$ cat src/rtl/md_alu_pkg.sv
// rtl/md_alu_pkg.sv - shared operation codes and engine state encoding for md_alu
package md_alu_pkg;

    localparam int OP_W = 5;

    typedef enum logic [OP_W-1:0] {
        OP_AND   = 5'd0,
        OP_OR    = 5'd1,
        OP_ADD   = 5'd2,
        OP_SUB   = 5'd3,
        OP_NOR   = 5'd4,
        OP_XOR   = 5'd5,
        OP_SLL   = 5'd6,
        OP_SRL   = 5'd7,
        OP_SRA   = 5'd8,
        OP_SLT   = 5'd9,
        OP_SLTU  = 5'd10,
        OP_LUI   = 5'd11,
        OP_MULT  = 5'd12,
        OP_MULTU = 5'd13,
        OP_DIV   = 5'd14,
        OP_DIVU  = 5'd15,
        OP_MTHI  = 5'd16,
        OP_MTLO  = 5'd17,
        OP_MFHI  = 5'd18,
        OP_MFLO  = 5'd19
    } alu_op_e;

    typedef enum logic [1:0] {
        ST_IDLE = 2'd0,
        ST_MUL  = 2'd1,
        ST_DIV  = 2'd2,
        ST_FIX  = 2'd3
    } md_state_e;

endpackage

$ cat src/rtl/md_iter.sv
// rtl/md_iter.sv - iterative radix-2 multiply / restoring divide engine
// Ports: clk, reset_n (async active-low); start_mul/start_div/is_signed with
// op_a/op_b operands, sampled only in IDLE; busy (state != IDLE); done (FIX
// cycle, hi_out/lo_out valid for the parent to capture on that edge).
module md_iter
    import md_alu_pkg::*;
#(
    parameter int WIDTH = 32
) (
    input  logic             clk,
    input  logic             reset_n,
    input  logic             start_mul,
    input  logic             start_div,
    input  logic             is_signed,
    input  logic [WIDTH-1:0] op_a,
    input  logic [WIDTH-1:0] op_b,
    output logic             busy,
    output logic             done,
    output logic [WIDTH-1:0] hi_out,
    output logic [WIDTH-1:0] lo_out
);

    localparam int CNT_W = $clog2(WIDTH);

    md_state_e          state_q;
    logic [CNT_W-1:0]   cnt_q;
    logic [2*WIDTH-1:0] acc_q;      // mul: {partial, multiplier}; div: {remainder, quotient}
    logic [WIDTH-1:0]   opb_q;      // multiplicand / divisor magnitude
    logic [WIDTH-1:0]   dvd_q;      // raw dividend, returned in HI on divide-by-zero
    logic               neg_lo_q;   // product or quotient must be negated
    logic               neg_hi_q;   // remainder must be negated
    logic               dz_q;
    logic               is_div_q;

    logic [WIDTH-1:0]   mag_a, mag_b;
    logic [WIDTH:0]     mul_sum;
    logic [2*WIDTH-1:0] mul_d;
    logic [WIDTH:0]     rem_sh, diff;
    logic [2*WIDTH-1:0] div_d;
    logic [2*WIDTH-1:0] prod_fix;
    logic [WIDTH-1:0]   quo, rem;

    assign mag_a = (is_signed && op_a[WIDTH-1]) ? -op_a : op_a;
    assign mag_b = (is_signed && op_b[WIDTH-1]) ? -op_b : op_b;

    // Add multiplicand into the upper half when the current LSB is set, then shift right.
    assign mul_sum = {1'b0, acc_q[2*WIDTH-1:WIDTH]} + {1'b0, (acc_q[0] ? opb_q : '0)};
    assign mul_d   = {mul_sum, acc_q[WIDTH-1:1]};

    // Shift next dividend bit into the remainder; diff MSB set means remainder < divisor.
    assign rem_sh = {acc_q[2*WIDTH-1:WIDTH], acc_q[WIDTH-1]};
    assign diff   = rem_sh - {1'b0, opb_q};
    assign div_d  = diff[WIDTH] ? {rem_sh[WIDTH-1:0], acc_q[WIDTH-2:0], 1'b0}
                                : {diff[WIDTH-1:0],   acc_q[WIDTH-2:0], 1'b1};

    assign prod_fix = neg_lo_q ? -acc_q : acc_q;
    assign quo      = neg_lo_q ? -acc_q[WIDTH-1:0] : acc_q[WIDTH-1:0];
    assign rem      = neg_hi_q ? -acc_q[2*WIDTH-1:WIDTH] : acc_q[2*WIDTH-1:WIDTH];

    always_comb begin
        hi_out = prod_fix[2*WIDTH-1:WIDTH];
        lo_out = prod_fix[WIDTH-1:0];
        if (is_div_q) begin
            if (dz_q) begin
                hi_out = dvd_q;
                lo_out = '1;
            end else begin
                hi_out = rem;
                lo_out = quo;
            end
        end
    end

    assign busy = (state_q != ST_IDLE);
    assign done = (state_q == ST_FIX);

    always_ff @(posedge clk or negedge reset_n) begin
        if (!reset_n) begin
            state_q  <= ST_IDLE;
            cnt_q    <= '0;
            acc_q    <= '0;
            opb_q    <= '0;
            dvd_q    <= '0;
            neg_lo_q <= 1'b0;
            neg_hi_q <= 1'b0;
            dz_q     <= 1'b0;
            is_div_q <= 1'b0;
        end else begin
            case (state_q)
                ST_IDLE: begin
                    if (start_mul || start_div) begin
                        state_q  <= start_mul ? ST_MUL : ST_DIV;
                        cnt_q    <= '0;
                        acc_q    <= {{WIDTH{1'b0}}, mag_a};
                        opb_q    <= mag_b;
                        dvd_q    <= op_a;
                        neg_lo_q <= is_signed && (op_a[WIDTH-1] ^ op_b[WIDTH-1]);
                        neg_hi_q <= is_signed && op_a[WIDTH-1];
                        dz_q     <= (op_b == '0);
                        is_div_q <= start_div && !start_mul;
                    end
                end
                ST_MUL, ST_DIV: begin
                    acc_q <= (state_q == ST_MUL) ? mul_d : div_d;
                    cnt_q <= cnt_q + CNT_W'(1);
                    if (cnt_q == CNT_W'(WIDTH - 1)) begin
                        state_q <= ST_FIX;
                    end
                end
                default: begin
                    state_q <= ST_IDLE;
                    cnt_q   <= '0;
                end
            endcase
        end
    end

endmodule

$ cat src/rtl/md_alu.sv
// rtl/md_alu.sv - execute-stage ALU with iterative multiply/divide and HI/LO registers
// Ports: clk, reset_n (async active-low); op_valid/alu_ctrl issue an operation
// on data_a/data_b/shamt; result/zero are combinational; busy flags the
// multiply/divide engine; hi/lo are the architectural HI/LO registers.
module md_alu
    import md_alu_pkg::*;
#(
    parameter int WIDTH   = 32,
    parameter int SHAMT_W = $clog2(WIDTH)
) (
    input  logic               clk,
    input  logic               reset_n,
    input  logic               op_valid,
    input  logic [OP_W-1:0]    alu_ctrl,
    input  logic [WIDTH-1:0]   data_a,
    input  logic [WIDTH-1:0]   data_b,
    input  logic [SHAMT_W-1:0] shamt,
    output logic [WIDTH-1:0]   result,
    output logic               zero,
    output logic               busy,
    output logic [WIDTH-1:0]   hi,
    output logic [WIDTH-1:0]   lo
);

    logic [WIDTH-1:0] hi_q, lo_q;
    logic [WIDTH-1:0] md_hi, md_lo;
    logic             md_done;
    logic             accept;
    logic             start_mul, start_div, is_signed;

    // Sequential ops are dropped while the engine is occupied.
    assign accept    = op_valid && !busy;
    assign start_mul = accept && (alu_ctrl == OP_MULT || alu_ctrl == OP_MULTU);
    assign start_div = accept && (alu_ctrl == OP_DIV  || alu_ctrl == OP_DIVU);
    assign is_signed = (alu_ctrl == OP_MULT) || (alu_ctrl == OP_DIV);

    md_iter #(.WIDTH(WIDTH)) u_md_iter (
        .clk       (clk),
        .reset_n   (reset_n),
        .start_mul (start_mul),
        .start_div (start_div),
        .is_signed (is_signed),
        .op_a      (data_a),
        .op_b      (data_b),
        .busy      (busy),
        .done      (md_done),
        .hi_out    (md_hi),
        .lo_out    (md_lo)
    );

    // done only occurs while busy, so it never collides with an accepted MTHI/MTLO.
    always_ff @(posedge clk or negedge reset_n) begin
        if (!reset_n) begin
            hi_q <= '0;
            lo_q <= '0;
        end else if (md_done) begin
            hi_q <= md_hi;
            lo_q <= md_lo;
        end else if (accept) begin
            if (alu_ctrl == OP_MTHI) hi_q <= data_a;
            if (alu_ctrl == OP_MTLO) lo_q <= data_a;
        end
    end

    assign hi = hi_q;
    assign lo = lo_q;

    always_comb begin
        result = '0;
        case (alu_ctrl)
            OP_AND:  result = data_a & data_b;
            OP_OR:   result = data_a | data_b;
            OP_ADD:  result = data_a + data_b;
            OP_SUB:  result = data_a - data_b;
            OP_NOR:  result = ~(data_a | data_b);
            OP_XOR:  result = data_a ^ data_b;
            OP_SLL:  result = data_b << shamt;
            OP_SRL:  result = data_b >> shamt;
            OP_SRA:  result = $signed(data_b) >>> shamt;
            OP_SLT:  result = {{(WIDTH-1){1'b0}}, ($signed(data_a) < $signed(data_b))};
            OP_SLTU: result = {{(WIDTH-1){1'b0}}, (data_a < data_b)};
            OP_LUI:  result = {data_b[WIDTH/2-1:0], {(WIDTH/2){1'b0}}};
            OP_MFHI: result = hi_q;
            OP_MFLO: result = lo_q;
            default: result = '0;
        endcase
    end

    assign zero = (result == '0);

endmodule

$ cat config.mk
export PLATFORM = sky130hd
export DESIGN_NAME = md_alu
export DESIGN_NICKNAME = d
export VERILOG_FILES = /design/src/rtl/md_alu_pkg.sv /design/src/rtl/md_iter.sv /design/src/rtl/md_alu.sv
export SDC_FILE = /design/constraint.sdc
export NUM_CORES = 1
export LEC_CHECK = 0
export CAP_MARGIN = 30
export CORE_ASPECT_RATIO = 2
export CORE_MARGIN = 5
export CORE_UTILIZATION = 29
export CTS_CLUSTER_SIZE = 40
export DETAILED_ROUTE_END_ITERATION = 8
export GPL_ROUTABILITY_DRIVEN = 0
export PLACE_DENSITY_LB_ADDON = 0.2
export SETUP_SLACK_MARGIN = 0.1
export SYNTH_ARGS = -nofsm -noshare
export SYNTH_HDL_FRONTEND = slang
export SYNTH_SLANG_ARGS = --single-unit
$ cat constraint.sdc
create_clock -name clk -period 5.04 [get_ports clk]
set_input_delay 1.008 -clock clk [delete_from_list [all_inputs] [get_ports clk]]
set_output_delay 1.008 -clock clk [all_outputs]
set_load 0.1 [all_outputs]
---- Word level (Yosys, flattened, before mapping) ----
Cells that the tools add are included.
storage, ports and cells
  register bits after elaboration ......... 203
  input port bits ......................... 77
  output and inout bits ................... 98
  logic and storage cells ................. 111
operators by class
  add/subtract/negate cells ............... 10
  magnitude comparators ................... 2
  equality and inequality tests ........... 25
  shifts and indexed selects .............. 3
  mux-type cells .......................... 27
  bitwise logic cells ..................... 5
  reduce and logical (&&, ||, !) cells .... 28
operators by type and width
  operator                                                               number
  32-bit 2-to-1 mux                                                      15
  32-bit case mux with 14 select lines                                   1
  64-bit 2-to-1 mux                                                      4
  32-bit negator                                                         4
  64-bit case mux with 2 select lines                                    1
  32-bit zero test                                                       2
  32-bit < comparator                                                    2
  64-bit negator                                                         1
  5-bit by 4-bit equality test with 1-bit output, second input constant  8
  32-bit by 32-bit adder with 33-bit output                              1
  33-bit by 32-bit subtractor with 33-bit output                         1
  32-bit adder                                                           1
  32-bit AND                                                             1
  32-bit NOT                                                             1
  32-bit OR                                                              1
  32-bit by 5-bit left shift with 32-bit output                          1
  32-bit by 5-bit right shift with 32-bit output                         1
  32-bit by 5-bit >>> shifter with 32-bit output                         1
  32-bit subtractor                                                      1
  32-bit XOR                                                             1
  5-bit equality test, second input constant                             5
  5-bit by 3-bit equality test with 1-bit output, second input constant  4
  5-bit by 2-bit equality test with 1-bit output, second input constant  2
  5-bit case mux with 2 select lines                                     1
  17 further kinds                                                       39

---- Logic depth before layout (Yosys ltp) ----
  depth in word-level cells ............... 7
  gate-level depth with buffers ........... 17
  mapped depth without buffers ............ 15

---- Hierarchy ----
A second synthesis with hierarchy kept.
unflattened totals
  cell total of the unflattened synthesis .. 3673
  area total of the unflattened synthesis .. 27307.4 um^2
modules (own cells, without submodules)
  module   times used  cells an instance  area each (um^2)  seq. area each (um^2)
  md_alu   1           1893               13748.2           1601.5
  md_iter  1           1780               13559.3           3478.3

---- Least setup slack after synthesis ----
OpenSTA, ideal clock, no wires.
  path kind ............................... input to output
  start point ............................. in shamt[1]
  end point ............................... out zero
  data arrival time ....................... 6.751 ns
  required time ........................... 4.032 ns
  slack ................................... -2.719 ns
  cell stages on the path ................. 15
  buffers on the path ..................... 4
  cells stage by stage .................... clkbuf_1 > buf_2 > buf_1 > clkbuf_1 > mux4_2 > mux4_2 > o21ai_0 > o21ai_0 > a21oi_1 > o21ai_0 > nor4_1 > nand4_1 > nor4_1 > nand4b_1 > nor2_1
between the ends
  longest elaborated chain between the ends .. 3
  elaborated cells between the ends (all ways) .. 5
  those cells by class .................... 3 x shift; 1 x mux; 1 x reduce/logical
RTL lines
  what                                                                          line          RTL
  from (decl)                                                                   md_alu.sv:17  input logic [SHAMT_W-1:0] shamt,
  32-bit by 5-bit >>> shifter with 32-bit output, or another cell as far along  md_alu.sv:79  OP_SRA: result = $signed(data_b) >>> shamt;
  32-bit case mux with 14 select lines (*)                                      md_alu.sv:70  case (alu_ctrl)
  via result[8]                                                                 md_alu.sv:18  output logic [WIDTH-1:0] result,
  32-bit zero test (*)                                                          md_alu.sv:89  assign zero = (result == '0);
  to (decl)                                                                     md_alu.sv:19  output logic zero,
Mark *: on every way through the listed nets, which the timed path passes. The rest lies on a longest branch.

---- Worst setup path in the final report ----
  start point ............................. in shamt[0]
  end point ............................... out zero
between the ends
  longest elaborated chain between the ends .. 3
  elaborated cells between the ends (all ways) .. 5
  those cells by class .................... 3 x shift; 1 x mux; 1 x reduce/logical
RTL lines
  what                                                                          line
  32-bit by 5-bit >>> shifter with 32-bit output, or another cell as far along  md_alu.sv:79
  32-bit case mux with 14 select lines (*)                                      md_alu.sv:70
  32-bit zero test (*)                                                          md_alu.sv:89
Every way passes the cells marked *; elsewhere a longest branch is shown, timed or not.

==> metrics.md <==
| Metric | Value |
|---|---|
| Layout cell share with drive strength beyond 1 | `33.6%` |
| Number of fill cells | `around 9400` |
| Synth async-reset ratio | `100%` |
| Synth unique cells | `84` |
| Setup TNS Final | `-4600 ps` |
| Setup crit end kind | `output port` |
| Syn Nets | `approximately 3800` |
| Final Max Tran Viols | `0` |
| Vias | `34136` |
| Wire per inst | `slightly above 30 um` |
| Core area | `~93000 um2` |
| Crit-path max cell delay | `470 ps` |
| Drt pass-1 iters | `6` |
| Most frequent cells in the layout | `buf_4 (813), nand2_1 (403), o21ai_0 (307)` |
| TritonCTS clock tree | `built` |
| DR iter-0 viols | `about 2700` |
| Gr ovfl total | `0` |
| Fin crit period | `approximately 6300 ps` |
| Die H | `between 400 and 500 um` |
| Vias in the first global route | `34917` |
| Netlist Area Pre-Place | `~27000 um2` |
| Final instance area | `a little over 40000 um2` |
| Placement Rows | `158` |
| Synth top area share | `about a fifth` |
| CTS max path bufs | `3` |
| Most common cell after layout, fill and taps aside | `buf_4` |
| Worst Max-Slew Pin Slew | `between 1000 and 1500 ps` |
| Remaining antenna violation count | `0` |
| Setup ws final | `-1270 ps` |
| CTS buffer count | `20` |
| Area grow syn2layout | `48.3%` |
| Die ar. | `100000 um2` |
| CP most frequent cell | `buf_4` |
| Final-report hold violation count | `0` |
| Dpl cell area | `~37000 um2` |
| Critical Path RT | `~4000 ps` |
| Via/cell ratio | `6.04` |
| Fmax achieved | `approximately 160 MHz` |
| DP Wirelength | `~140000 um` |
| WP data arrival | `5300 ps` |
| Status | `complete, but fails checks` |
| Top cells by area, synth | `dfrtp_1 (19%), ha_1 (8.3%), o21ai_0 (6.2%)` |
| Max_slew headroom | `between 30% and 40%` |
| Failing checks | `setup timing` |
| Reg2reg start | `u_md_iter.acc_q[0]` |
| Initial Utilization | `29.2%` |
| RR Endpoint | `u_md_iter.acc_q[62]` |
| Num ports | `around 180` |
| Clk root buf | `clkbuf_16` |
| P_leak | `approximately 17 nW` |
| Pwr per Cell Area | `about 420 nW/um2` |
| Hold Crit Class | `in -> async` |
| Worst Skew | `around 21 ps` |
| Syn avg cell area | `around 7.6 um2` |
| Most used DFF post-synth | `dfrtp_1` |
| WL final | `about 170000 um` |
| GRT Resource Usage Total | `33.2%` |
| EDFF count, synth | `0` |
| CTS HTree Levels | `1` |
| Reg clk slew, reported paths | `roughly 70 ps` |
| Crit path from | `shamt[0]` |
| Global-route wire length before repair | `about 240000 um` |
| Warnings, synthesis | `0` |
| Cells on worst reg2reg path | `16` |
| CP Max Fanout | `10` |
| DRC Markers | `0` |
| Seq/Total Area, Yosys | `a little under a fifth` |
| Setup Crit Path Kind | `in -> out` |
| IO buf count | `174` |
| # setup viols final | `14` |
| Hold-fix buffers at CTS | `0` |
| CP max stage cell | `nand4_1` |
| RSZ-0062 raised after global routing | `true` |
| Reg2reg setup slack | `420 ps` |
| Post-place setup slack | `-2060 ps` |
| End of the critical path | `zero` |
| Clock Latency Late Sink | `approximately 550 ps` |
| Pwr Total | `roughly 0.017 W` |
| Max-Cap Viols | `0` |
| Gate Count Post-Synth | `approximately 3600` |
| Cell Chain, Critical Path | `buf_8 > buf_4 > mux2_4 > o211a_1 > o311ai_1 > buf_4 > o211ai_1 > nand2_2 > o2111ai_4 > nor4_4 > buf_4 > nand4_1 > buf_4 > nor4_4 > nand4b_1 > nor2_4 > buf_12` |
| CTS Sinks | `203` |
| Initial antenna violation count | `12` |
| CP startpoint kind | `input port` |
| Count of state elements after synthesis | `approximately 200` |
| Tcrit/Tclk final | `125%` |
| VDD IR max | `~0.00050 V` |
| Die width | `approximately 230 um` |
| Dominant cell type by area after synthesis | `dfrtp_1` |
| Largest net degree at the start of global routing | `slightly above 90` |
| Final nets | `roughly 4700` |
worst min path at each step:
stage	start	to	slack, ps	cells after the start
floorplan	u_md_iter.dvd_q[13]	u_md_iter.dvd_q[13]	440	2
global placement	u_md_iter.opb_q[19]	u_md_iter.opb_q[19]	460	2
detailed placement	u_md_iter.dvd_q[13]	u_md_iter.dvd_q[13]	470	2
CTS	reset_n	u_md_iter.acc_q[35]	480	1
global route	u_md_iter.opb_q[4]	u_md_iter.opb_q[4]	500	2
finish	reset_n	u_md_iter.cnt_q[0]	420	1
registers in the layout, summed over array words and instances, names as in the netlist:
register and flops:
u_md_iter.acc_q 64, hi 32, lo 32, u_md_iter.dvd_q 32, u_md_iter.opb_q 32, u_md_iter.cnt_q 5
u_md_iter.state_q 2, u_md_iter.dz_q 1, u_md_iter.is_div_q 1, u_md_iter.neg_hi_q 1, u_md_iter.neg_lo_q 1
metal layers:
| layer | vias to the layer above | track usage (%) | share of wire, % |
|---|---|---|---|
| met5 | - | 0 | 0.046 |
| li1 | 14963 | - | - |
| met4 | 8 | 36.6 | 15 |
| met1 | 16317 | 30.7 | 31 |
| met2 | 1895 | 56.5 | 48 |
| met3 | 953 | 6.99 | 6.8 |
cell usage after synthesis (14+ instances only):
| cell | n |
|---|---|
| o21bai_1 | 17 |
| or4_1 | 21 |
| o211ai_1 | 43 |
| o31ai_1 | 41 |
| clkbuf_1 | 244 |
| nand3_1 | 67 |
| a22o_1 | 14 |
| a31oi_1 | 32 |
| or3_1 | 38 |
| nand2b_1 | 26 |
| mux2_2 | 26 |
| nand4_1 | 28 |
| nand2_1 | 413 |
| nor2b_1 | 46 |
| and2_1 | 21 |
| dfrtp_1 | 203 |
| a211oi_1 | 93 |
| o2111ai_1 | 25 |
| nor2_1 | 270 |
| o22ai_1 | 30 |
| xnor2_1 | 116 |
| nor4_1 | 42 |
| a211o_1 | 18 |
| mux4_2 | 70 |
| a221oi_1 | 29 |
| a21o_1 | 53 |
| o41ai_1 | 16 |
| o21a_1 | 21 |
| mux2i_1 | 149 |
| nor3_1 | 65 |
| a21oi_1 | 244 |
| xor2_1 | 60 |
| buf_1 | 28 |
| or2_2 | 16 |
| inv_1 | 162 |
| ha_1 | 181 |
| o221ai_1 | 16 |
| a22oi_1 | 65 |
| o21ai_0 | 334 |
stage by stage:
step	hold slack (ps)	utilization, %	instances
global placement	461	39.3	5503
floorplan	445	-	3578
detailed placement	470	39.3	5505
finish	423	43.3	5653
CTS	480	42.7	5632
global route	501	43.3	5650
where the power goes:
part,total (W),switching (W),internal (W)
logic,0.0117,0.00747,0.00418
registers,0.00361,0.00126,0.00235
clock network,0.00160,0.000771,0.000828
total,0.0169,0.00950,0.00736
final cells by class:
type | count | area [um2] | share of cell area (%)
antenna | 5 | 12.5 | 0.0311
clock buffer | 28 | 592 | 1.47
clock inverter | 7 | 45.0 | 0.112
inverter | 167 | 667 | 1.66
multi-input combinational | 2922 | 22400 | 55.7
sequential | 203 | 5080 | 12.6
tap | 1200 | 1500 | 3.73
timing repair buffer | 1121 | 9950 | 24.7
critical path, delay by kind of cell:
| family | cells | cell delay (ps) |
|---|---|---|
| muxes | 1 | 300 |
| and+or+nand+nor | 6 | 1660 |
| buffers and inverters | 6 | 1210 |
| AOI/OAI and AO/OA | 4 | 1100 |
cells by family after synthesis:
logic type | synth area share [%]
compound gates | 29.0
xor+xnor | 5.68
fa+ha+maj | 8.64
buf+inv | 6.37
flops | 18.7
mux | 12.4
simple gates | 19.2
repair_timing:
item                                    CTS  global route
buffers inserted                         96            29
endpoints found under the setup margin   33            24
cloned                                    0             0
resized for setup                       605           127
pin swaps                               101            59
endpoints found under the hold margin     0             0
Note: power is estimated with default switching activity, not from simulation.
